===== config.mk =====
export PLATFORM = sky130hd
export DESIGN_NAME = ram_port_arbiter
export DESIGN_NICKNAME = d
export VERILOG_FILES = /design/src/rtl/ram_port_arbiter.sv
export SDC_FILE = /design/constraint.sdc
export NUM_CORES = 1
export LEC_CHECK = 0
export CAP_MARGIN = 40
export CORE_ASPECT_RATIO = 0.5
export CORE_MARGIN = 10
export CORE_UTILIZATION = 45
export DETAILED_ROUTE_END_ITERATION = 8
export PLACE_DENSITY_LB_ADDON = 0.3
export SLEW_MARGIN = 20
export SYNTH_ARGS = -nofsm -noshare
export SYNTH_HDL_FRONTEND = slang
export SYNTH_SLANG_ARGS = --single-unit

===== constraint.sdc =====
create_clock -name clk -period 2.7 [get_ports clk]
set_clock_uncertainty 0.15 [all_clocks]
set_input_delay 0.27 -clock clk [delete_from_list [all_inputs] [get_ports clk]]
set_output_delay 0.27 -clock clk [all_outputs]
set_load 0.005 [all_outputs]

===== src/rtl/ram_port_arbiter.sv =====
// ram_port_arbiter: shares one single-port RAM command port between two requesters,
// locking address/data pairs to one owner and routing read bytes back to it.
module ram_port_arbiter #(
    parameter int TIMEOUT_CYC = 64
) (
    input  logic       clk,
    input  logic       rst_n,
    input  logic [9:0] req0_data,
    input  logic       req0_valid,
    output logic       req0_ready,
    output logic [7:0] req0_rdata,
    output logic       req0_rvalid,
    input  logic [9:0] req1_data,
    input  logic       req1_valid,
    output logic       req1_ready,
    output logic [7:0] req1_rdata,
    output logic       req1_rvalid,
    output logic [9:0] ram_din,
    output logic       ram_rx_valid,
    input  logic [7:0] ram_dout,
    input  logic       ram_tx_valid,
    output logic       owner,
    output logic       busy,
    output logic       timeout
);
    localparam int TW = $clog2(TIMEOUT_CYC + 1);

    typedef enum logic [1:0] {IDLE, LOCK, WAIT_RD} state_e;

    state_e          state_q, acc_state_d;
    logic            owner_q, last_q, win, acc0, acc1, acc, expire;
    logic [TW-1:0]   timer_q, timer_d;
    logic [9:0]      ram_din_q, acc_data;
    logic            ram_rx_valid_q, rvalid0_q, rvalid1_q, timeout_q;
    logic [7:0]      rdata0_q, rdata1_q;

    // In IDLE a tie goes to the port that did not win last; in LOCK only the owner may talk.
    always_comb begin
        win         = (req0_valid && req1_valid) ? ~last_q : req1_valid;
        req0_ready  = (state_q == IDLE) ? (req0_valid && !win) : (state_q == LOCK) && !owner_q;
        req1_ready  = (state_q == IDLE) ? (req1_valid && win) : (state_q == LOCK) && owner_q;
        acc0        = req0_valid && req0_ready;
        acc1        = req1_valid && req1_ready;
        acc         = acc0 || acc1;
        acc_data    = acc1 ? req1_data : req0_data;
        acc_state_d = (acc_data[9:8] == 2'b01) ? IDLE : (acc_data[9:8] == 2'b11) ? WAIT_RD : LOCK;
        timer_d     = timer_q + TW'(1);
        expire      = (timer_d == TW'(TIMEOUT_CYC));
    end

    always_ff @(posedge clk or negedge rst_n) begin
        if (!rst_n) begin
            state_q        <= IDLE;
            owner_q        <= 1'b0;
            last_q         <= 1'b1;
            timer_q        <= '0;
            ram_din_q      <= '0;
            ram_rx_valid_q <= 1'b0;
            rdata0_q       <= '0;
            rdata1_q       <= '0;
            rvalid0_q      <= 1'b0;
            rvalid1_q      <= 1'b0;
            timeout_q      <= 1'b0;
        end else begin
            ram_rx_valid_q <= acc;
            if (acc) ram_din_q <= acc_data;
            rvalid0_q <= 1'b0;
            rvalid1_q <= 1'b0;
            timeout_q <= 1'b0;
            case (state_q)
                IDLE: begin
                    timer_q <= '0;
                    if (acc) begin
                        owner_q <= acc1;
                        last_q  <= acc1;
                        state_q <= acc_state_d;
                    end
                end
                LOCK: begin
                    if (acc) begin
                        state_q <= acc_state_d;
                        timer_q <= '0;
                    end else if (expire) begin
                        state_q   <= IDLE;
                        timeout_q <= 1'b1;
                        timer_q   <= '0;
                    end else timer_q <= timer_d;
                end
                WAIT_RD: begin
                    if (ram_tx_valid) begin
                        if (owner_q) begin
                            rdata1_q  <= ram_dout;
                            rvalid1_q <= 1'b1;
                        end else begin
                            rdata0_q  <= ram_dout;
                            rvalid0_q <= 1'b1;
                        end
                        state_q <= IDLE;
                        timer_q <= '0;
                    end else if (expire) begin
                        state_q   <= IDLE;
                        timeout_q <= 1'b1;
                        timer_q   <= '0;
                    end else timer_q <= timer_d;
                end
                default: state_q <= IDLE;
            endcase
        end
    end

    assign ram_din      = ram_din_q;
    assign ram_rx_valid = ram_rx_valid_q;
    assign req0_rdata   = rdata0_q;
    assign req0_rvalid  = rvalid0_q;
    assign req1_rdata   = rdata1_q;
    assign req1_rvalid  = rvalid1_q;
    assign owner        = owner_q;
    assign busy         = (state_q != IDLE);
    assign timeout      = timeout_q;
endmodule

==> impl_results.md <==
- Maximum operating frequency: roughly 400 MHz
- Placed wire-length estimate after detailed placement: slightly below 4 mm
- Routed Antenna Nets: 0
- TritonCTS Sinks: 41
- Post-synth top area share: ~51%
- Total via count in the routed design: between 1,500 and 2,000
- Hold buffer count at CTS: 1
- Worst R2R End: timer_q[5]
- Power, Total: about 2.9 mW
- Internal portion of total power: approximately 1.9 mW
- Series of cell instances along the critical path: inv_1 > ha_1 > o211ai_1 > a21bo_2 > clkdlybuf4s50_1
- Number of buffers and inverters on the critical path: 2
- Detailed Route Iter0 Violations: between 40 and 50
- Portion of total power attributed to combinational logic: a little over two fifths
- Data required time of the worst path: around 2300 ps
- Post-CTS Resized: 0
- Setup-violating endpoint count in the final report: 0
- CP Max Fanout: 12
- Number of placement rows: 16
- Clk slew on worst S/H paths: ~90 ps
- Distinct cell type count of the synthesized netlist: 40
- Type of the tightest min-delay check: primary input to async pin
- Die extent in y: around 67 um
- Worst endpoint data arrival time: 2080 ps
- Worst voltage drop across the vdd grid: roughly 560 uV
- Slowest cell delay on critical path: 490 ps
- Die area: approximately 0.0075 sq mm
- Top cells by instance count after synthesis: 40 x sky130_fd_sc_hd__dfrtp_1, 37 x sky130_fd_sc_hd__nand2_1, 15 x sky130_fd_sc_hd__nor2_1, 12 x sky130_fd_sc_hd__a21oi_1, 10 x sky130_fd_sc_hd__mux2i_1
- Remaining global-route overflow: 0
- Starting density of the core: 48.2%
- R2r startpoint: state_q[0]
- GR Util All Layers: between 10% and 20%
- Placeable core region: ~0.0040 sq mm
- Crit path max-delay family: buffers and inverters
- Net total in the final layout: approximately 300
- Maximum number of pins on one net before global-route repair: 27
- Flop pwr share: a little over a third
- Transition at the pin with the smallest max-transition slack: 684 ps
- Routed wire length: 4.99 mm
- Clock tree from TritonCTS: done
- Growth of design area from synthesis to finish: 45.4%
- Total Negative Setup Slacks: 0 ps
- Number of inserted filler cells in the final layout: 312
- Initial antenna violation count: 0
- Vias in the first global route: between 1,500 and 2,000
- Routed len/inst: between 15 and 20 um
- Share of synthesized flip-flops with an asynchronous set or reset: 100%
- Horizontal die dimension: 113 um
- N_diodes: 0
- Area of the mapped netlist: slightly below 0.002 sq mm
- Run status: finished, final reports clean
- Number of buffers created by CTS: 5
- Clock Root Buffer: sky130_fd_sc_hd__clkbuf_8
- Via density: approximately 5.1
- Port-buffer cells: 66
- Cell with the largest stage delay on the worst path: sky130_fd_sc_hd__clkdlybuf4s50_1
- Count of H-tree levels built during CTS: 2
- Total of flip-flops plus latches after synthesis: slightly above 40
- CTS max path bufs: 2
- Post-layout instance count excluding filler cells: ~320
- EDFF count, synth: 0
- DRC Markers: 0
- Final Core Density: a little over two thirds
- Yosys Warn Count: 0
- Slew headroom: around 54%
- Number of optimization iterations in the first detailed-route pass: 5
- Total net switching power: just over 0.9 mW
- Top area cells in the synthesized netlist: sky130_fd_sc_hd__dfrtp_1 51%, sky130_fd_sc_hd__nand2_1 7.1%, sky130_fd_sc_hd__mux2i_1 5.1%
- Instance count of the mapped netlist: roughly 190
- Tmin final: 2500 ps
- Post CTS Setup Buffer Count: 0
- Max cap viols: 0
- Setup Crit Path Kind: flop to primary output
- Wire length of the first global-routing pass: 8.17 mm
- Synth Area per Inst: between 10 and 15 sq um
- Insertion delay to the later sink of the worst-skew pair: between 200 and 300 ps
- Fraction of layout cells with a size suffix above 1: between 10% and 20%
- Cell with the most instances after synthesis: sky130_fd_sc_hd__dfrtp_1
- Number of cells in the design after placement: 310
- Setup repair after global routing missed its margin: false
- Seq/Total Area, Yosys: between 50 and 60%
- R2R depth: 7
- Slack of the critical path: 202 ps
- Global placer's final weighted congestion: about 0.76
- Largest area contributor in the synthesized netlist: sky130_fd_sc_hd__dfrtp_1
- Nets in the synthesized netlist: 231
- Period utilisation layout: a little over 90%
- Nature of the critical path startpoint: flop
- Primary flip-flop cell chosen by synthesis mapping: sky130_fd_sc_hd__dfrtp_1
- Pre-CTS setup slack: between 300 and 400 ps
- Pleak: 1.29 nW
- Switching Fraction: between 30% and 40%
- Power Dens Cells: ~1000 mW/mm^2
- Clock Power Share: between 20% and 30%
- Final Max Tran Viols: 0
- Critical path capture point type: primary output
- Worst-case register-to-register setup slack: 310 ps
- Number of primary I/O pins: 67
- Number of hold-slack violations in the final timing report: 0
## layer usage
metal	up-vias	wire [um]	global-route usage (%)
li1	807	-	-
met1	763	2050	14.2
met2	39	2630	24.6
met3	6	253	4.56
met4	0	58	3.93
met5	-	0	0
## cell families after synthesis
logic type               synth area share [%]
AND/OR/NAND/NOR                          15.6
adder cells (fa/ha/maj)                  3.85
XOR/XNOR                                0.899
buffers and inverters                    3.02
flip-flops                               52.7
multiplexers                             9.76
AO/OA/AOI/OAI                            14.2
## state kept, by name (all words and copies together) (netlist names)
name / flops
req1_rvalid: 1
ram_din: 10
req0_rvalid: 1
state_q: 2
timeout: 1
owner: 1
timer_q: 7
req0_rdata: 8
last_q: 1
ram_rx_valid: 1
req1_rdata: 8
## worst reg2reg max path, cell delays in order, from the launching register on
cell,delay [ps]
sky130_fd_sc_hd__dfrtp_1,420
sky130_fd_sc_hd__inv_1,120
sky130_fd_sc_hd__ha_1,390
sky130_fd_sc_hd__inv_1,150
sky130_fd_sc_hd__a32oi_1,310
sky130_fd_sc_hd__a21oi_1,270
sky130_fd_sc_hd__a21o_1,250
sky130_fd_sc_hd__a22o_1,220
## power groups by stage
stage	clock network (mW)	registers (mW)	logic [mW]
6_report	0.593	1.02	1.26
5_1_grt	0.636	1.05	1.39
4_1_cts	0.608	1.02	1.28
3_5_place_dp	0	1.02	1.28
3_3_place_gp	0	1.01	1.24
2_1_floorplan	0	1.02	0.568
## per-stage QoR
| stage | instance area, sq um | hold WS (ps) |
|---|---|---|
| final | 2830 | 285 |
| after global placement | 2670 | 292 |
| after CTS | 2830 | 284 |
| after global routing | 2830 | 305 |
| after floorplan | 1950 | -176 |
| after detailed placement | 2690 | 55.2 |
## worst max-delay path by stage
stage,startpoint,to,slack [ps],depth (start not counted)
floorplan,state_q[0],ram_din[0],760,7
global placement,state_q[0],timer_q[5],470,7
detailed placement,state_q[0],timer_q[5],350,7
CTS,state_q[0],req0_ready,200,5
global route,state_q[0],req0_ready,60,5
finish,state_q[0],req0_ready,200,5
## area by class of cell
| class | instances | area [sq um] | area share (%) |
|---|---|---|---|
| clock buffers | 5 | 68.8 | 2.43 |
| clock inverters | 3 | 68.8 | 2.43 |
| inverters | 10 | 37.5 | 1.32 |
| multi-input cells | 136 | 863 | 30.5 |
| flip-flops and latches | 41 | 1030 | 36.2 |
| well taps | 54 | 67.6 | 2.38 |
| repair buffers | 70 | 701 | 24.7 |
## placed cells by master (no fill, tap or decap), drive strengths merged, types with 2 or more instances in the layout
cell / Yosys / layout
mux2: 8 / 8
inv: 9 / 10
a22o: 4 / 4
mux2i: 10 / 10
nand3: 7 / 7
nand2: 38 / 38
o211ai: 3 / 3
bufinv: 0 / 2
clkdlybuf4s50: 0 / 65
a32oi: 2 / 2
nor2: 15 / 15
dfrtp: 40 / 40
ha: 6 / 6
and2: 3 / 3
a31oi: 3 / 3
buf: 4 / 4
clkbuf: 1 / 5
nor2b: 2 / 2
a21oi: 12 / 12
o21ai: 9 / 9
xnor2: 2 / 2
Power figures use the tool's default switching activity.
